$ cat src/rtl/reg_file_pkg.sv
// Shared constants and word type for the parametrised register file.
package reg_file_pkg;

    localparam int DEF_WIDTH  = 16;
    localparam int DEF_DEPTH  = 16;
    localparam int DEF_NUM_RD = 2;

    typedef logic [DEF_WIDTH-1:0] word_t;

endpackage

$ cat src/rtl/reg_file_param_reg_word.sv
// Single storage word: synchronous active-low clear, load on we.
module reg_word
    import reg_file_pkg::*;
#(
    parameter int WIDTH = DEF_WIDTH
) (
    input  logic             clk,
    input  logic             rst_n,
    input  logic             we,
    input  logic [WIDTH-1:0] d,
    output logic [WIDTH-1:0] q
);

    logic [WIDTH-1:0] word_q;
    logic [WIDTH-1:0] word_d;

    // Clear wins over a load in the same cycle.
    always_comb begin
        word_d = word_q;
        if (we) begin
            word_d = d;
        end
    end

    always_ff @(posedge clk) begin
        if (!rst_n) begin
            word_q <= '0;
        end else begin
            word_q <= word_d;
        end
    end

    assign q = word_q;

endmodule

$ cat src/rtl/reg_file_param.sv
// Multi-port register file: one synchronous write port, NUM_RD combinational
// mux read ports with optional write-to-read bypass and hardwired zero word.
module reg_file_param
    import reg_file_pkg::*;
#(
    parameter int WIDTH    = DEF_WIDTH,
    parameter int DEPTH    = DEF_DEPTH,
    parameter int NUM_RD   = DEF_NUM_RD,
    parameter int ZERO_REG = 1,
    parameter int BYPASS   = 1
) (
    input  logic                               clk,
    input  logic                               rst_n,
    input  logic                               we,
    input  logic [$clog2(DEPTH)-1:0]           waddr,
    input  logic [WIDTH-1:0]                   wdata,
    input  logic [NUM_RD-1:0]                  re,
    input  logic [NUM_RD*$clog2(DEPTH)-1:0]    raddr,
    output logic [NUM_RD*WIDTH-1:0]            rdata
);

    localparam int AW = $clog2(DEPTH);
    localparam logic [AW:0] DEPTH_L = (AW+1)'(DEPTH);

    logic [DEPTH-1:0][WIDTH-1:0] words;

    for (genvar w = 0; w < DEPTH; w++) begin : g_word
        if (ZERO_REG != 0 && w == 0) begin : g_zero
            assign words[w] = '0;
        end else begin : g_reg
            logic wen;
            // Out-of-range write addresses never match any word index.
            assign wen = we && (waddr == AW'(w));
            reg_word #(.WIDTH(WIDTH)) u_word (
                .clk   (clk),
                .rst_n (rst_n),
                .we    (wen),
                .d     (wdata),
                .q     (words[w])
            );
        end
    end

    for (genvar i = 0; i < NUM_RD; i++) begin : g_rd
        logic [AW-1:0]    addr;
        logic [WIDTH-1:0] sel;
        logic [WIDTH-1:0] rd_val;

        assign addr = raddr[i*AW +: AW];

        always_comb begin
            sel = '0;
            for (int w = 0; w < DEPTH; w++) begin
                if (addr == AW'(w)) begin
                    sel = words[w];
                end
            end
        end

        // Priority: disabled, out of range, zero word, bypass, storage.
        always_comb begin
            rd_val = '0;
            if (!re[i]) begin
                rd_val = '0;
            end else if ({1'b0, addr} >= DEPTH_L) begin
                rd_val = '0;
            end else if (ZERO_REG != 0 && addr == '0) begin
                rd_val = '0;
            end else if (BYPASS != 0 && we && waddr == addr) begin
                rd_val = wdata;
            end else begin
                rd_val = sel;
            end
        end

        assign rdata[i*WIDTH +: WIDTH] = rd_val;
    end

endmodule

$ cat config.mk
export PLATFORM = sky130hd
export DESIGN_NAME = reg_file_param
export DESIGN_NICKNAME = d
export VERILOG_FILES = /design/src/rtl/reg_file_pkg.sv /design/src/rtl/reg_file_param_reg_word.sv /design/src/rtl/reg_file_param.sv
export SDC_FILE = /design/constraint.sdc
export NUM_CORES = 1
export LEC_CHECK = 0
export ABC_AREA = 0
export CAP_MARGIN = 20
export CORE_MARGIN = 5
export CORE_UTILIZATION = 42
export CTS_BUF_LIST = sky130_fd_sc_hd__clkbuf_4 sky130_fd_sc_hd__clkbuf_8 sky130_fd_sc_hd__clkbuf_16
export CTS_CLUSTER_DIAMETER = 40
export DETAILED_ROUTE_END_ITERATION = 6
export SLEW_MARGIN = 10
export SYNTH_ARGS = -nofsm -noshare
export SYNTH_HDL_FRONTEND = slang
export SYNTH_SLANG_ARGS = --single-unit
export TNS_END_PERCENT = 10
$ cat constraint.sdc
create_clock -name clk -period 2.7 [get_ports clk]
set_input_delay 0.54 -clock clk [delete_from_list [all_inputs] [get_ports clk]]
set_output_delay 0.54 -clock clk [all_outputs]
set_load 0.005 [all_outputs]
-- Word level (Yosys, flattened, before mapping)
Cells that the tools add are included.
- input bits: 33
- bits in registers: 240
- mux-type cells: 36
- equal/unequal tests: 47
- reductions and logical operators: 19
- operators with widths (cell ; count):
    16-bit two-way mux ; 36
    4-bit equality test (second input constant) ; 24
    4-bit by 3-bit equality test with 1-bit output (second input constant) ; 12
    4-bit by 2-bit equality test with 1-bit output (second input constant) ; 6
    1-bit logical AND ; 17
    4-bit by 1-bit equality test with 1-bit output (second input constant) ; 3
    4-bit equality test ; 2
    4-bit logical NOT ; 2

-- Longest topological paths before layout
Gate-level depths: netlist (run 1).
- depth after elaboration: 19
- gate-level depth with buffers: 10

-- Modules after synthesis
A second synthesis (run 1) with hierarchy kept.
- cells, all modules: 1644
- area, all modules: 15018.2 sq um
- modules (own cells, without submodules) (module ; seq. area each (sq um) ; times used ; cells an instance ; area each (sq um)):
    reg_word ; 320.3 ; 15 ; 51 ; 615.6
    reg_file_param ; 0.0 ; 1 ; 879 ; 5784.3

-- Worst setup path before layout (run 1)
Ideal clock, no wire load.
- path kind: input -> output
- from: in raddr[2]
- to: out rdata[11]
- arrival: 1.952 ns
- stages on the path: 9
- path buffers: 3
- slack: 0.208 ns
- path through: buf_6 -> and3_4 -> and2_4 -> buf_6 -> buf_6 -> o2bb2ai_2 -> a221o_1 -> a2111oi_2 -> nor3_1
- word-level cells in the longest chain between the ends: 19
- elaborated cells between the ends (all ways): 36
- ends and longest elaborated chain (what ; RTL line ; RTL):
    start: declaration ; reg_file_param.sv:18 ; input logic [NUM_RD*$clog2(DEPTH)-1:0] raddr,
    4-bit by 1-bit equality test with 1-bit output ; reg_file_param.sv:54 ; if (addr == AW'(w)) begin
    16-bit two-way mux (15 in series) ; reg_file_param.sv:54 ;
    16-bit two-way mux ; reg_file_param.sv:69 ; end else if (BYPASS != 0 && we && waddr == addr) begin
    16-bit two-way mux * ; reg_file_param.sv:67 ; end else if (ZERO_REG != 0 && addr == '0) begin
    16-bit two-way mux * ; reg_file_param.sv:63 ; if (!re[i]) begin
    end: declaration ; reg_file_param.sv:19 ; output logic [NUM_RD*WIDTH-1:0] rdata
Every way passes the cells marked *; elsewhere a longest branch is shown, timed or not.

-- Final worst setup path (run 1)
- from: in raddr[5]
- to: out rdata[21]
The elaborated chain is that of the path after synthesis.

==> impl_metrics.tcl, run 1 <==
set metrics [dict create \
    row_count 67 \
    largest_register_ffs 240 \
    cts.sinks 240 \
    cts-root-buf "clkbuf_16" \
    relSlewSlack 0.588 \
    hold_path.class "input pin to flop" \
    netlist_area_mm2 0.0142 \
    layout.nets 2195 \
    finish.utilization 0.624 \
    met1_usage 0.446 \
    period_share 1.06 \
    hold_viol 0 \
    synth_compound_area_frac 0.266 \
    drive_above_1_share 0.343 \
    busiest_layer "met2" \
    dr.pass1.iters 6 \
    viasPerCell 6.11 \
    setup_violations 30 \
    cts_buffers 44 \
    timing.rr.start "g_word[15].g_reg.u_word.q[15]" \
    synth_flop_cell "dfxtp_1" \
    critPathLaunchType "input pin" \
    gp_congestion 1.02 \
    p_leak_nw 7.85 \
    yosys.area_share.adder 0 \
    use_met3 0.0963 \
    synth-xor-area-share 0.00309 \
    initial_core_util 0.424 \
    crit_start "raddr[5]" \
    core_mm2 0.0334 \
    synthSimpleGateAreaFrac 0.226 \
    finalNonFillerCells 2644 \
    port_buffers 64 \
    ys_seq_area_frac 0.339 \
    cts_tree "built" \
    grt_pass1_wl_um 101000 \
    clkLatencyLatePin_ns 0.56 \
    cp-end-kind "output pin" \
    cp_data_required_time_ns 2.16 \
    die_w_um 194 \
    avgSynthCellArea_um2 7.77 \
    netlist_instances 1824 \
    rr_endpoint "g_word[15].g_reg.u_word.q[15]" \
    r2r_slack_ns 1.86 \
    antenna_found_initial 1 \
    r2r_cells 2 \
    fin_skew_ns 0 \
    vias 16164 \
    synth_top_family_by_area "compound AO/OA/AOI/OAI gates" \
    drv_cap 0 \
    synth_nets 1857 \
    grt_overflow 0 \
    grt_pass1_vias 15521 \
    io_pins 65 \
    timing.critical_path.fanout_max 8 \
    ir_drop_mv 0.421 \
    finalCriticalPeriod_ns 2.87 \
    track_usage 0.348 \
    drt-total-wl_um 68900 \
    violations "negative setup slack" \
    hold_start "rst_n" \
    fin_ws_ns -0.167 \
    antennaDiodeCount 0 \
    min_path_cells 2 \
    dpl.hpwl_um 47600 \
    routedWlPerCell_um 26.1 \
    pre_cts_ws_ns -0.960 \
    synthArstFlopShare 0 \
    critical_path_arrival_ns 2.33 \
    fmax_mhz 349 \
    post-place-cells 2497 \
    clk_pin_slew_ns 0.05 \
    gr-usage-met2 0.528 \
    ant_nets 0 \
    synth_edf_count 0 \
    tightest_slew_ns 0.612 \
    crit_type "input pin to output pin" \
    seqCellArea_mm2 0.00482 \
    yosys_warnings 0 \
    grt_start_max_net_pins 81 \
    remaining_drc_errors 0 \
    drt_iter0_markers 2041 \
    synthMuxAreaShare 0.103 \
    h-tree-depth 2 \
    multiInputGateArea_mm2 0.00943 \
    hold_end "g_word[5].g_reg.u_word.q[14]" \
    clk_path_buf_depth 3 \
    status "complete, but fails checks" \
    ys_types 72 \
    area_growth_pct 47.4 \
    die_area_mm2 0.0375 \
    num-fill-cells 2796 \
    rsz0062_at_grt "yes" \
    p_per_area_mw_per_mm2 530 \
    ys_ff_latch 240 \
    drv_slew 0 \
    fp.dieH_um 194 \
]
## placed cells by master (no fill, tap or decap), types with 38 or more instances in the layout
cell type	synthesis	final
mux2_2	40	38
buf_12	0	56
a21boi_0	242	242
buf_4	23	297
nor2_1	84	75
mux2i_1	43	42
nand2_1	557	547
o21ai_0	55	43
clkbuf_16	0	46
buf_6	8	38
dfxtp_1	240	229
## power breakdown
group / total (mW) / leakage, nW / switching, mW / internal, mW
clock: 5.70 / 0.737 / 2.04 / 3.66
sequential: 3.64 / 1.94 / 0.0417 / 3.59
combinational: 1.73 / 5.17 / 0.939 / 0.793
## cell type report
| type | count | share of cell area |
|---|---|---|
| Tap cell | 448 | 0.0268 |
| Clock inverter | 24 | 0.0129 |
| Clock buffer | 56 | 0.0597 |
| Sequential cell | 240 | 0.231 |
| Multi-Input combinational cell | 1400 | 0.452 |
| Timing Repair Buffer | 459 | 0.215 |
| Inverter | 17 | 0.00306 |
## per-stage QoR
step | area, um2 | setup TNS, ns | total power, mW | hold slack (ns)
finish | 20900 | -3.07 | 11.1 | 0.453
global route | 20900 | -4.20 | 11.3 | 0.495
CTS | 20600 | -2.65 | 11.0 | 0.472
detailed placement | 17500 | -26.96 | 5.10 | 0.461
global placement | 17500 | -26.83 | 5.10 | 0.449
floorplan | 14200 | 0 | 4.34 | 0.443
## cells in the mapped netlist, types with 23 or more instances
library cell  count  area [um2]
a22oi_1          27         203
nor2_1           84         315
mux2_2           40         450
nand2b_1         24         150
buf_4            23         173
nor3_1           32         160
o21ai_0          55         275
a221oi_1         23         201
mux2i_1          43         430
dfxtp_1         240        4800
clkbuf_1         91         342
mux4_2           24         541
nand2_1         557        2090
nor2b_1          24         150
a21oi_1          35         175
a21boi_0        242        1820
buf_2            39         195
## metal layers
layer | vias to the layer above | share of wire
met2 | 1072 | 0.43
met4 | 0 | 0.074
met3 | 328 | 0.11
met1 | 7669 | 0.38
met5 | - | 0
li1 | 7095 | -
## how the worst max path moves through the flow
stage	to
detailed placement	rdata[26]
global placement	rdata[26]
global route	rdata[24]
floorplan	rdata[11]
finish	rdata[21]
CTS	rdata[11]
## kinds of logic after synthesis
kind of cell	count (synthesis)
and+or+nand+nor	773
buffers and inverters	185
AOI/OAI and AO/OA	511
muxes	110
DFF	240
xor gates and xnor gates	5
## worst max-delay path, stage by stage
cell and delay (ns):
buf_12 0.12, buf_12 0.14, buf_12 0.14, clkbuf_4 0.18
buf_4 0.15, mux2i_1 0.14, a221oi_2 0.26, buf_4 0.17
nand2_2 0.07, a41oi_2 0.23, buf_2 0.16
## repair_timing
action	in CTS	in global routing
pin swaps	75	35
hold buffers	0	0
resized for setup	367	62
buffers inserted	55	12
gates cloned	6	1
endpoints found under the setup margin	32	32
No activity file was read; power rests on OpenSTA's default activity.
==> run 2: changes to the inputs <==
CAP_MARGIN = 30   (was 20)
CTS_CLUSTER_SIZE = 12   (was default)
==> impl_metrics.tcl, run 2 (synthesized netlist as in run 1, its figures left out) <==
set metrics [dict create \
    ir_drop_mv 0.419 \
    seqCellArea_mm2 0.00482 \
    dpl.hpwl_um 47600 \
    fin_ws_ns -0.203 \
    hold_path.class "input pin to flop" \
    antennaDiodeCount 0 \
    finalInstanceArea_mm2 0.0209 \
    cts_tree "built" \
    critPathBufInv 6 \
    area_growth_pct 47.4 \
    rsz0062_at_grt "yes" \
    violations "negative setup slack" \
    status "complete, but fails checks" \
    critical_path.max_stage_delay_ns 0.29 \
    core_mm2 0.0334 \
    relSlewSlack 0.594 \
    drv_cap 0 \
    cts_buffers 44 \
    timing.critical_path.fanout_max 8 \
    period_share 1.08 \
    drt-total-wl_um 68800 \
    grt_overflow 0 \
    grt_start_max_net_pins 81 \
    ant_nets 0 \
    layout_common_cells "nand2_1, buf_4, a21boi_0, dfxtp_1, nor2_1" \
    fp.dieH_um 194 \
    die_area_mm2 0.0375 \
    initial_core_util 0.424 \
    finalPower_mw 11.1 \
    track_usage 0.349 \
    port_buffers 64 \
    vias 16134 \
    routedWlPerCell_um 26.0 \
    clkLatencyLatePin_ns 0.56 \
    drv_slew 0 \
    multiInputGateArea_mm2 0.00943 \
    layout.nets 2197 \
    cp-end-kind "output pin" \
    remaining_drc_errors 0 \
    finalNonFillerCells 2646 \
    final_common_cell "nand2_1" \
    critical_path_arrival_ns 2.36 \
    finish.utilization 0.624 \
    p_per_area_mw_per_mm2 530 \
    viasPerCell 6.10 \
    drt_iter0_markers 1998 \
    io_pins 65 \
    tightest_slew_ns 0.602 \
    finalCriticalPeriod_ns 2.90 \
    holdBufCountCts 0 \
    fmax_mhz 345 \
    cts-root-buf "clkbuf_16" \
    hold_viol 0 \
    row_count 67 \
    crit_chain "buf_12 -> buf_12 -> buf_12 -> clkbuf_4 -> buf_4 -> a21oi_1 -> nor4_2 -> nor3_2 -> nor3_1 -> o22a_1 -> buf_2" \
    largest_register_ffs 240 \
    crit_type "input pin to output pin" \
    critPathLaunchType "input pin" \
    cts.sinks 240 \
    antenna_found_initial 3 \
    setup_violations 31 \
    cp_slowest_cell "nor3_2" \
    post-place-cells 2497 \
    cp_top_family "buffers and inverters" \
    grt_pass1_vias 15466 \
    gp_congestion 1.02 \
    grt_pass1_wl_um 101000 \
    clk_path_buf_depth 3 \
    num-fill-cells 2798 \
    placed_area_mm2 0.0175 \
    dr.pass1.iters 7 \
    h-tree-depth 2 \
    clk_pin_slew_ns 0.05 \
    die_w_um 194 \
    drive_above_1_share 0.343 \
    cp_data_required_time_ns 2.16 \
    fin_skew_ns 0 \
    cp_common_cell "buf_12" \
    p_leak_nw 7.86 \
]
-- run 2: changes by cell type in the layout (fill, tap and decap cells not counted), sizes merged --
cell | before | now
buf | 428 | 430
-- run 2: layer usage --
| metal | wire length, um | vias to the layer above | part of all wire | GRT usage |
|---|---|---|---|---|
| li1 | - | 7079 | - | - |
| met1 | 26800 | 7640 | 0.39 | 0.452 |
| met2 | 29100 | 1080 | 0.42 | 0.526 |
| met3 | 7680 | 333 | 0.11 | 0.0914 |
| met4 | 5180 | 2 | 0.075 | 0.204 |
| met5 | 13 | - | 0.00019 | 0 |
-- run 2: area by class of cell --
cell class,instances,share of cell area
multi-input combinational,1400,0.452
sequential,240,0.231
timing repair buffer,461,0.215
clock buffer,56,0.0597
tap,448,0.0268
clock inverter,24,0.0129
inverter,17,0.00306
-- run 2: report_power, final --
group          total (mW)  switching, mW  internal (mW)
sequential           3.64         0.0416           3.59
combinational        1.73          0.939          0.795
clock                5.69           2.03           3.66
total                11.1           3.01           8.05
-- run 2: final timing paths --
check	endpoint	cells after the start	slack, ns	start
max reg2reg	g_word[15].g_reg.u_word.q[15]	2	1.86	g_word[15].g_reg.u_word.q[15]
max	rdata[24]	11	-0.20	raddr[5]
min	g_word[5].g_reg.u_word.q[14]	2	0.46	rst_n
min reg2reg	g_word[6].g_reg.u_word.q[5]	2	0.47	g_word[6].g_reg.u_word.q[5]
-- run 2: through the flow --
| step | worst slack, ns | setup TNS [ns] | hold slack, ns |
|---|---|---|---|
| 2_1_floorplan | 0.208 | 0 | 0.443 |
| 3_3_place_gp | -0.974 | -26.83 | 0.449 |
| 3_5_place_dp | -0.960 | -26.96 | 0.461 |
| 4_1_cts | -0.168 | -2.65 | 0.473 |
| 5_1_grt | -0.210 | -4.16 | 0.495 |
| 6_report | -0.203 | -3.15 | 0.459 |
-- run 2: what timing repair did --
action,in CTS,in global routing
hold endpoints to repair,0,0
buffers inserted,55,15
cloned,6,1
pin swaps,75,38
gates resized for setup,367,62
endpoints found under the setup margin,32,32
==> run 3: changes to the inputs <==
CORE_UTILIZATION = 40   (was 42)
==> impl_metrics.tcl, run 3 (synthesized netlist as in run 1, its figures left out) <==
set metrics [dict create \
    ir_drop_mv 0.518 \
    drv_cap 0 \
    relSlewSlack 0.637 \
    tightest_slew_ns 0.544 \
    p_int_mw 7.61 \
    dpl.hpwl_um 47500 \
    power_switching_mw 3.03 \
    cts-root-buf "clkbuf_16" \
    final_common_cell "nand2_1" \
    cp_data_required_time_ns 2.16 \
    placed_area_mm2 0.0174 \
    p_clk_frac 0.501 \
    rsz0062_at_grt "yes" \
    swShare 0.285 \
    h-tree-depth 2 \
    crit_chain "buf_12 -> buf_12 -> buf_6 -> and3_4 -> and2_4 -> buf_6 -> o2bb2ai_2 -> a221o_1 -> a2111oi_4 -> nor3_2 -> buf_2" \
    ant_nets 0 \
    holdBufCountCts 0 \
    finalInstanceArea_mm2 0.0205 \
    area_growth_pct 44.8 \
    cp_slowest_cell "a2111oi_4" \
    grt_start_max_net_pins 90 \
    vias 15682 \
    critical_path.max_stage_delay_ns 0.37 \
    fin_ws_ns -0.232 \
    die_w_um 198 \
    min_path_cells 2 \
    hold_viol 0 \
    drt-total-wl_um 67700 \
    cts.sinks 240 \
    critical_path_arrival_ns 2.39 \
    antenna_found_initial 0 \
    p_per_area_mw_per_mm2 519 \
    layout.nets 2189 \
    clk_path_buf_depth 3 \
    initial_core_util 0.402 \
    clkLatencyLatePin_ns 0.56 \
    track_usage 0.338 \
    row_count 69 \
    period_share 1.09 \
    crit_type "input pin to output pin" \
    remaining_drc_errors 0 \
    grt_pass1_vias 15557 \
    setup_violations 32 \
    die_area_mm2 0.0393 \
    drive_above_1_share 0.338 \
    timing.critical_path.fanout_max 5 \
    antennaDiodeCount 0 \
    finalCriticalPeriod_ns 2.93 \
    cts_tree "built" \
    hold_start "rst_n" \
    p_leak_nw 7.71 \
    clk_pin_slew_ns 0.05 \
    grt_overflow 0 \
    gp_congestion 1.04 \
    rr_endpoint "g_word[15].g_reg.u_word.q[14]" \
    cp_top_family "compound AO/OA/AOI/OAI gates" \
    port_buffers 64 \
    drv_slew 0 \
    cp-end-kind "output pin" \
    timing.rr.start "g_word[15].g_reg.u_word.q[14]" \
    grt_pass1_wl_um 99500 \
    critPathLaunchType "input pin" \
    fmax_mhz 341 \
    p_seq_frac 0.341 \
    violations "negative setup slack" \
    core_mm2 0.0352 \
    r2r_slack_ns 1.84 \
    fp.dieH_um 198 \
    io_pins 65 \
    r2r_cells 2 \
    power_frac_comb 0.157 \
    dr.pass1.iters 6 \
    hold_slack_ns 0.443 \
    drt_iter0_markers 1500 \
    num-fill-cells 3196 \
    viasPerCell 5.92 \
    cts_buffers 43 \
    status "complete, but fails checks" \
    critPathBufInv 5 \
    layout_common_cells "nand2_1, buf_4, a21boi_0, dfxtp_1, nor2_1" \
    hold_end "g_word[4].g_reg.u_word.q[0]" \
    fin_skew_ns 0 \
    routedWlPerCell_um 25.6 \
    hold_path.class "input pin to flop" \
    largest_register_ffs 240 \
]
run 3: stage by stage:
step	setup slack, ns	total power [mW]	util	cells	TNS, ns
2_1_floorplan	0.208	4.34	-	1824	0
3_3_place_gp	-0.998	5.08	0.495	2516	-28.10
3_5_place_dp	-1.02	5.08	0.495	2516	-28.10
4_1_cts	-0.205	10.6	0.578	2647	-2.90
5_1_grt	-0.257	10.9	0.582	2649	-5.24
6_report	-0.232	10.6	0.582	2649	-3.72
run 3: cell type report:
| type | instances | area, um2 | area share |
|---|---|---|---|
| multi-input cells | 1400 | 9400 | 0.459 |
| flip-flops and latches | 240 | 4810 | 0.235 |
| repair buffers | 454 | 4250 | 0.207 |
| well taps | 461 | 577 | 0.0281 |
| clock buffers | 44 | 1090 | 0.0531 |
| inverters | 17 | 63.8 | 0.00311 |
| clock inverters | 33 | 308 | 0.0150 |
run 3: power groups by stage:
| stage | logic, mW | clock network (mW) | registers (mW) |
|---|---|---|---|
| 6_report | 1.68 | 5.34 | 3.63 |
| 5_1_grt | 1.73 | 5.52 | 3.63 |
| 4_1_cts | 1.61 | 5.38 | 3.63 |
| 3_5_place_dp | 1.38 | 0 | 3.70 |
| 3_3_place_gp | 1.38 | 0 | 3.70 |
| 2_1_floorplan | 0.649 | 0 | 3.69 |
run 3: worst max path at each step:
stage	to	slack [ns]	cells after the start	start
floorplan	rdata[11]	0.21	9	raddr[2]
global placement	rdata[28]	-1.0	9	waddr[0]
detailed placement	rdata[23]	-1.02	8	waddr[0]
CTS	rdata[6]	-0.20	11	raddr[1]
global route	rdata[14]	-0.26	11	raddr[1]
finish	rdata[14]	-0.23	11	raddr[1]
run 3: worst register-to-register path: cells and delay by family, from the launching register on:
kind / cells / cell delay (ns)
flip-flops: 1 / 0.48
AND/OR/NAND/NOR: 1 / 0.07
AO/OA/AOI/OAI: 1 / 0.21
run 3: what timing repair did:
action,in CTS,in global routing
endpoints found under the setup margin,32,32
buffers inserted,52,5
gates cloned,6,0
pin swaps,85,25
hold endpoints to repair,0,0
resized for setup,389,41
run 3: routing by layer:
metal  track usage  vias to the layer above  wire length [um]
met1         0.420                     7536             26100
met5             0                        -                 0
met3        0.0618                      239              5810
met4         0.224                        0              5160
met2         0.535                      848             30700
li1              -                     7059                 -
